**src/rtl/vga_timing_pkg.sv**
```systemverilog
// Default 640x480@60 raster timing shared by the timing generator and the
// display blocks that consume DrawX/DrawY.
package vga_timing_pkg;

  localparam int unsigned H_ACTIVE = 640;
  localparam int unsigned H_FP     = 16;
  localparam int unsigned H_SYNC   = 96;
  localparam int unsigned H_BP     = 48;
  localparam int unsigned H_TOTAL  = H_ACTIVE + H_FP + H_SYNC + H_BP;

  localparam int unsigned V_ACTIVE = 480;
  localparam int unsigned V_FP     = 10;
  localparam int unsigned V_SYNC   = 2;
  localparam int unsigned V_BP     = 33;
  localparam int unsigned V_TOTAL  = V_ACTIVE + V_FP + V_SYNC + V_BP;

  localparam int unsigned COORD_W  = 10;

  typedef logic [COORD_W-1:0] coord_t;

endpackage

```
**src/rtl/vga_axis_counter.sv**
```systemverilog
// One raster axis: position counter with wrap, plus sync/active decode.
//   clk, reset_n : clock, synchronous active-low reset
//   adv          : advance the position by one on this edge
//   count        : registered position, 0..TOTAL-1 (reset TOTAL-1)
//   sync         : registered sync, active low, aligned with count
//   wrap         : combinational, this edge takes count from TOTAL-1 to 0
//   active_next  : combinational, the position after this edge is active
module vga_axis_counter
  import vga_timing_pkg::*;
#(
  parameter int unsigned ACTIVE = vga_timing_pkg::H_ACTIVE,
  parameter int unsigned FP     = vga_timing_pkg::H_FP,
  parameter int unsigned SYNC   = vga_timing_pkg::H_SYNC,
  parameter int unsigned BP     = vga_timing_pkg::H_BP
) (
  input  logic   clk,
  input  logic   reset_n,
  input  logic   adv,
  output coord_t count,
  output logic   sync,
  output logic   wrap,
  output logic   active_next
);

  localparam int unsigned TOTAL = ACTIVE + FP + SYNC + BP;

  localparam coord_t LAST       = coord_t'(TOTAL - 1);
  localparam coord_t ACTIVE_END = coord_t'(ACTIVE);
  localparam coord_t SYNC_START = coord_t'(ACTIVE + FP);
  localparam coord_t SYNC_END   = coord_t'(ACTIVE + FP + SYNC);

  if (TOTAL > 1024 || TOTAL < 2) begin : g_total_check
    $error("vga_axis_counter: TOTAL outside the 10-bit counter range");
  end

  coord_t count_next;
  logic   sync_next;

  // Decode from the next-state count so sync lines up with the position
  // it describes on the same edge.
  always_comb begin
    wrap        = adv && (count == LAST);
    count_next  = count;
    if (adv) begin
      count_next = wrap ? '0 : count + coord_t'(1);
    end
    sync_next   = !((count_next >= SYNC_START) && (count_next < SYNC_END));
    active_next = (count_next < ACTIVE_END);
  end

  always_ff @(posedge clk) begin
    if (!reset_n) begin
      count <= LAST;
      sync  <= 1'b1;
    end else if (adv) begin
      count <= count_next;
      sync  <= sync_next;
    end
  end

endmodule

```
**src/rtl/vga_timing_gen.sv**
```systemverilog
// VGA raster timing generator (default 640x480@60) with pixel clock-enable.
//   vga_clk, reset_n : clock, synchronous active-low reset
//   pix_ce           : pixel advance enable
//   hs, vs           : syncs, active low
//   blank            : 1 = active video
//   DrawX, DrawY     : current pixel column / line
//   line_start       : one-clock pulse when DrawX becomes 0
//   frame_start      : one-clock pulse when (DrawX,DrawY) becomes (0,0)
//   frame_cnt        : frames elapsed; counts only with VGA_FRAME_CNT_EN
//                      defined, otherwise constant 0
module vga_timing_gen #(
  parameter int unsigned H_ACTIVE    = vga_timing_pkg::H_ACTIVE,
  parameter int unsigned H_FP        = vga_timing_pkg::H_FP,
  parameter int unsigned H_SYNC      = vga_timing_pkg::H_SYNC,
  parameter int unsigned H_BP        = vga_timing_pkg::H_BP,
  parameter int unsigned V_ACTIVE    = vga_timing_pkg::V_ACTIVE,
  parameter int unsigned V_FP        = vga_timing_pkg::V_FP,
  parameter int unsigned V_SYNC      = vga_timing_pkg::V_SYNC,
  parameter int unsigned V_BP        = vga_timing_pkg::V_BP,
  parameter int unsigned FRAME_CNT_W = 8
) (
  input  logic                   vga_clk,
  input  logic                   reset_n,
  input  logic                   pix_ce,
  output logic                   hs,
  output logic                   vs,
  output logic                   blank,
  output vga_timing_pkg::coord_t DrawX,
  output vga_timing_pkg::coord_t DrawY,
  output logic                   line_start,
  output logic                   frame_start,
  output logic [FRAME_CNT_W-1:0] frame_cnt
);

  import vga_timing_pkg::*;

  logic h_wrap;
  logic v_wrap;
  logic h_active_next;
  logic v_active_next;

  vga_axis_counter #(
    .ACTIVE (H_ACTIVE),
    .FP     (H_FP),
    .SYNC   (H_SYNC),
    .BP     (H_BP)
  ) u_h_axis (
    .clk         (vga_clk),
    .reset_n     (reset_n),
    .adv         (pix_ce),
    .count       (DrawX),
    .sync        (hs),
    .wrap        (h_wrap),
    .active_next (h_active_next)
  );

  // The line counter steps only on the edge where the pixel counter wraps.
  vga_axis_counter #(
    .ACTIVE (V_ACTIVE),
    .FP     (V_FP),
    .SYNC   (V_SYNC),
    .BP     (V_BP)
  ) u_v_axis (
    .clk         (vga_clk),
    .reset_n     (reset_n),
    .adv         (h_wrap),
    .count       (DrawY),
    .sync        (vs),
    .wrap        (v_wrap),
    .active_next (v_active_next)
  );

  always_ff @(posedge vga_clk) begin
    if (!reset_n) begin
      blank       <= 1'b0;
      line_start  <= 1'b0;
      frame_start <= 1'b0;
    end else begin
      line_start  <= h_wrap;
      frame_start <= h_wrap && v_wrap;
      if (pix_ce) begin
        blank <= h_active_next && v_active_next;
      end
    end
  end

`ifdef VGA_FRAME_CNT_EN
  always_ff @(posedge vga_clk) begin
    if (!reset_n) begin
      frame_cnt <= '0;
    end else if (h_wrap && v_wrap) begin
      frame_cnt <= frame_cnt + FRAME_CNT_W'(1);
    end
  end
`else
  assign frame_cnt = '0;
`endif

endmodule

```
**config.mk**
```make
export PLATFORM = sky130hd
export DESIGN_NAME = vga_timing_gen
export DESIGN_NICKNAME = d
export VERILOG_FILES = /design/src/rtl/vga_timing_pkg.sv /design/src/rtl/vga_axis_counter.sv /design/src/rtl/vga_timing_gen.sv
export SDC_FILE = /design/constraint.sdc
export NUM_CORES = 1
export LEC_CHECK = 0
export BUFFER_PORTS_ARGS = -buffer_cell sky130_fd_sc_hd__buf_2
export CORE_ASPECT_RATIO = 0.9
export CORE_MARGIN = 1.5
export CORE_UTILIZATION = 53
export DETAILED_ROUTE_END_ITERATION = 10
export HOLD_SLACK_MARGIN = 0.1
export PLACE_DENSITY = 0.79
export SYNTH_ARGS = -nofsm -noshare
export SYNTH_HDL_FRONTEND = slang
export SYNTH_SLANG_ARGS = --single-unit
```
**constraint.sdc**
```tcl
create_clock -name vga_clk -period 5.2 [get_ports vga_clk]
set_input_delay 0 -clock vga_clk [delete_from_list [all_inputs] [get_ports vga_clk]]
set_output_delay 0 -clock vga_clk [all_outputs]
set_load 0.01 [all_outputs]
```
Word level (Yosys, flattened, before mapping)
Index checks and enable logic that the tools add are counted.
{"block": "word_totals", "register_bits": 25, "wordCells": 29, "out_inout_bits": 33, "inputBits": 3}
{"block": "classes", "magnitude_cmp": 6, "n_eq_ne": 2, "add_sub_neg": 2, "n_mux": 4, "n_reduce_logical": 8}
{"cell": "10-bit two-way mux", "count": 4}
{"cell": "10-bit by 1-bit adder with 10-bit output (second input constant)", "count": 2}
{"cell": "10-bit == test (second input constant)", "count": 2}
{"cell": "10-bit < comparator (second input constant)", "count": 2}
{"cell": "10-bit by 9-bit < comparator with 1-bit output (second input constant)", "count": 2}
{"cell": "10-bit >= comparator (second input constant)", "count": 1}
{"cell": "10-bit by 9-bit >= comparator with 1-bit output (second input constant)", "count": 1}
{"cell": "1-bit logical AND", "count": 6}
{"cell": "1-bit zero test", "count": 2}

Depth between registers and ports, before layout
{"block": "logic_depth", "word_depth": 8, "ltp_mapped": 9}

Cells and area by module
From an unflattened synthesis, not the netlist that was laid out.
{"block": "hier_totals", "cells_unflattened": 178, "area_unflattened_um2": 1525.2}
{"module": "vga_axis_counter (u_h_axis)", "cells_per_inst": 87, "n_inst": 1, "area_per_inst_um2": 734.5}
{"module": "vga_axis_counter (u_v_axis)", "cells_per_inst": 74, "n_inst": 1, "area_per_inst_um2": 635.6}
{"module": "vga_timing_gen", "cells_per_inst": 17, "n_inst": 1, "area_per_inst_um2": 155.1}

Worst setup path after synthesis
No wires, ideal clock.
{"block": "synth_timing", "kind": "flip-flop to flip-flop", "startpoint": "register u_h_axis.count[1]", "endpoint": "register u_v_axis.sync", "slack_ps": 3217, "arrival_time_ps": 1850, "period_less_slack_ps": 1983, "required_time_ps": 5068, "n_path_buf": 1, "setup_time_ps": 132, "path_stages_with_launch": 9, "cell_sequence": "dfxtp_1 > ha_1 > and3_1 > buf_6 > nand3_4 > nor3_1 > mux2_2 > nor3b_1 > a31oi_1"}
{"block": "synth_between", "elab_chain_len": 8}
{"element": "from (decl)", "line": "vga_axis_counter.sv:19", "rtl": "output coord_t count,"}
{"element": "from (signal assigned)", "line": "vga_axis_counter.sv:56", "rtl": "count <= count_next;"}
{"element": "10-bit == test (*)", "line": "vga_axis_counter.sv:42", "rtl": "wrap = adv && (count == LAST);"}
{"element": "1-bit logical AND (*)", "line": "vga_axis_counter.sv:42"}
{"element": "1-bit logical AND", "line": "vga_axis_counter.sv:42"}
{"element": "10-bit two-way mux", "line": "vga_axis_counter.sv:45", "rtl": "count_next = wrap ? '0 : count + coord_t'(1);"}
{"element": "10-bit two-way mux", "line": "vga_axis_counter.sv:44", "rtl": "if (adv) begin"}
{"element": "10-bit by 9-bit >= comparator with 1-bit output or 10-bit by 9-bit < comparator with 1-bit output (tied branches)", "line": "vga_axis_counter.sv:47", "rtl": "sync_next = !((count_next >= SYNC_START) && (count_next < SYNC_END));"}
{"element": "1-bit logical AND", "line": "vga_axis_counter.sv:47"}
{"element": "1-bit zero test", "line": "vga_axis_counter.sv:47"}
{"element": "to (signal assigned)", "line": "vga_axis_counter.sv:57", "rtl": "sync <= sync_next;"}
{"element": "to (decl)", "line": "vga_axis_counter.sv:20", "rtl": "output logic sync,"}
Mark *: on every way between the ends. The rest lies on a longest branch, timed or not.
A chain may end at the register's enable or synchronous reset.

Worst setup path in the final report
{"block": "layout_timing", "startpoint": "register u_h_axis.count[1]", "endpoint": "register blank"}
{"block": "layout_between", "elab_chain_len": 7}
{"element": "parallel branches: the longest is 6 deep, another holds 10-bit by 1-bit adder with 10-bit output"}
{"element": "1-bit logical AND (*)", "line": "vga_timing_gen.sv:82", "rtl": "blank <= h_active_next && v_active_next;"}
{"element": "to (signal assigned)", "line": "vga_timing_gen.sv:82"}
{"element": "to (decl)", "line": "vga_timing_gen.sv:27", "rtl": "output logic blank,"}
Mark *: on every way between the ends.

==> results.py <==
metrics = {
    "sta": {
        "finClkSkew_ns": 0.0250,
        "hold_violations": 0,
        "fmax_ghz": 0.406,
        "finalSetupTns_ns": 0,
        "fin_crit_ns": 2.47,
        "finalMaxSlewViolations": 0,
        "rsz0062_at_grt": "false",
        "setup_viol": 0,
        "layout_setup_ws_ns": 2.73,
        "finalCritPeriodShare": 0.474,
    },
    "worst_setup_path": {
        "cp_cell_sequence": "ha_1 > and3_1 > and3_1 > nand2_1 > o21ai_0 > o211ai_1 > o31ai_1",
        "start_kind": "register",
        "cp_slowest_cell": "dfxtp_1",
        "slowest_delay_ns": 0.45,
        "required_ns": 5.43,
        "cp.arrival_ns": 2.69,
        "end_kind": "register",
        "setup.worst_path.class": "register to register",
        "critPathMostFrequentCell": "and3_1",
        "cp_max_fo": 12,
        "cp_num_buf_inv": 0,
        "path_delay_family": "simple AND/OR/NAND/NOR gates",
    },
    "die": {
        "core_um2": 2730,
        "die_area_um2": 3190,
        "num_rows": 18,
        "io_pins": 36,
        "die_width_um": 59.4,
        "dieHeight_um": 53.7,
        "start_util": 0.556,
    },
    "synthesis": {
        "synth.largest_area_cell": "dfxtp_1",
        "seq_area_frac_synth": 0.330,
        "postSynthAreaPerCell_um2": 8.42,
        "yosysUniqueCellTypes": 52,
        "synth_top_area_frac": 0.330,
        "synthTopCellsByArea": "dfxtp_1 (33%), o21ai_0 (4.3%), buf_4 (4.0%), nand2_1 (4.0%), xor2_1 (3.5%)",
        "synthesis.area_um2": 1520,
        "synth_edf_count": 0,
        "synthCells": 180,
        "yosysWarnings": 0,
        "async_flop_share": 0,
        "ys.flop_type": "dfxtp_1",
        "ys_ff_latch": 25,
    },
    "global_route": {
        "grt_pass1_vias": 1199,
        "grt_start_max_net_pins": 23,
        "antenna_found_initial": 0,
        "overflow": 0,
        "grt_usage": 0.230,
        "grt_pass1_wl_mm": 5.66,
    },
    "place": {
        "place_ws_ns": 2.79,
        "numPortBuffers": 27,
        "place_area_um2": 1620,
        "gp_congestion": 0.872,
        "dpl.hpwl_mm": 2.41,
    },
    "job": {
        "maxCapViolCount": 0,
    },
    "routing": {
        "routed_wl_mm": 3.30,
        "drc_errors": 0,
        "vias": 1424,
        "post_drt_via_cell_ratio": 5.88,
        "postRouteAntennaNets": 0,
        "avgRoutedWirePerCell_um": 13.6,
        "first_iter_violations": 60,
        "dr.pass1.iters": 4,
    },
    "clocking": {
        "tritoncts": "yes",
        "clk_path_buf_depth": 2,
        "cts.sinks": 25,
        "h-tree-depth": 1,
        "postCtsSetupBuffers": 0,
        "clkSlewWorstSetupHoldPaths_ns": 0.15,
        "cts-root-buf": "clkbuf_4",
        "cts_made_buffers": 3,
        "clock_latency_ns": 0.33,
    },
    "worst_hold_path": {
        "hp-class": "primary input to register",
    },
    "pwr": {
        "netSwitchingFraction": 0.365,
        "seqPwrFrac": 0.512,
        "power.net_switching_uw": 164,
        "clkPwrFrac": 0.197,
        "power.density_nw_per_um2": 271,
        "leakage_uw": 0.000688,
        "peakVddDrop_mv": 0.245,
        "combPwrFrac": 0.291,
        "intPower_uw": 285,
    },
    "final_layout": {
        "drive_above_1_share": 0.198,
        "fin_nets": 209,
        "areaGrowthSynthToFinish_pct": 9.50,
        "mostFrequentLayoutCells": "buf_2 (27), dfxtp_1 (25), nand2_1 (16), o21ai_0 (13), nor2_1 (12)",
        "final_common_cell": "buf_2",
        "finalInstanceArea_um2": 1660,
        "antenna_cells": 0,
    },
    "outcome": {
        "status": "finished, final reports clean",
    },
}
## worst paths after layout
path,from,end,slack (ns),cells past startpoint
worst max-delay path,u_h_axis.count[1],blank,2.73,7
worst min-delay path,pix_ce,u_h_axis.sync,0.12,3
worst max register to register,u_h_axis.count[1],blank,2.73,7
worst min register to register,blank,blank,0.51,2
## cell usage after synthesis, drive strengths merged (2+ instances only)
| cell | count |
|---|---|
| dfxtp | 25 |
| nand2 | 16 |
| o21ai | 13 |
| buf | 12 |
| nor2 | 12 |
| nand3 | 10 |
| and3 | 8 |
| a21oi | 6 |
| xor2 | 6 |
| and2 | 5 |
| clkbuf | 5 |
| inv | 5 |
| nor3 | 5 |
| xnor2 | 4 |
| ha | 3 |
| nand3b | 3 |
| nand4 | 3 |
| nor4 | 3 |
| a31oi | 2 |
| a41oi | 2 |
| and4 | 2 |
| nor3b | 2 |
| o211ai | 2 |
| o311ai | 2 |
| o31ai | 2 |
| or3 | 2 |
## power groups by stage
stage	registers, uW	logic, uW	clock network, uW
finish	230	131	88.5
CTS	230	130	91.1
global route	235	146	97.9
detailed placement	234	129	0
floorplan	231	104	0
global placement	233	126	0
## timing repair
item                                   CTS  global route
hold buffers                             1             0
resized for setup                        0             0
endpoints found under the hold margin   12             0
## final cells by class
class	instances	area [um2]
Tap cell	40	50.0
Sequential cell	25	500
Fill cell	243	1070
Inverter	5	18.8
Clock buffer	3	22.5
Clock inverter	1	5.00
Multi-Input combinational cell	140	917
Timing Repair Buffer	28	145
## flip-flops by register name, indices dropped and copies added (netlist names)
name and flops:
line_start 1, u_v_axis.count 10, u_v_axis.sync 1, u_h_axis.sync 1
blank 1, frame_start 1, u_h_axis.count 10
## per-stage QoR
stage / std cells / utilization / hold slack [ns] / total power (uW)
after floorplan: 187 / - / 0.117 / 335
after global placement: 237 / 0.595 / 0.351 / 359
after detailed placement: 237 / 0.595 / 0.363 / 363
after CTS: 242 / 0.609 / 0.112 / 451
after global routing: 242 / 0.609 / 0.115 / 478
final: 242 / 0.609 / 0.117 / 450
## tightest hold or removal path, cell delays in order
cell     delay [ns]
buf_2          0.20
nor2_1         0.13
a22oi_1        0.08
## metal layers
layer	wire (um)	track usage	vias up
met5	0	0	-
met1	1550	0.329	673
met4	10	0.0568	0
li1	-	-	692
met3	262	0.0625	2
met2	1480	0.342	57
## kinds of logic (layout without fill, tap and decap cells)
| group | Yosys count | count (layout) | synth area share |
|---|---|---|---|
| buf+inv | 22 | 37 | 0.0818 |
| flops | 25 | 25 | 0.330 |
| compound gates | 41 | 41 | 0.183 |
| other cells | 1 | 8 | 0.00247 |
| fa+ha+maj | 3 | 3 | 0.0248 |
| simple gates | 77 | 77 | 0.313 |
| xor+xnor | 10 | 10 | 0.0578 |
| mux | 1 | 1 | 0.00743 |
Power figures use the tool's default switching activity.
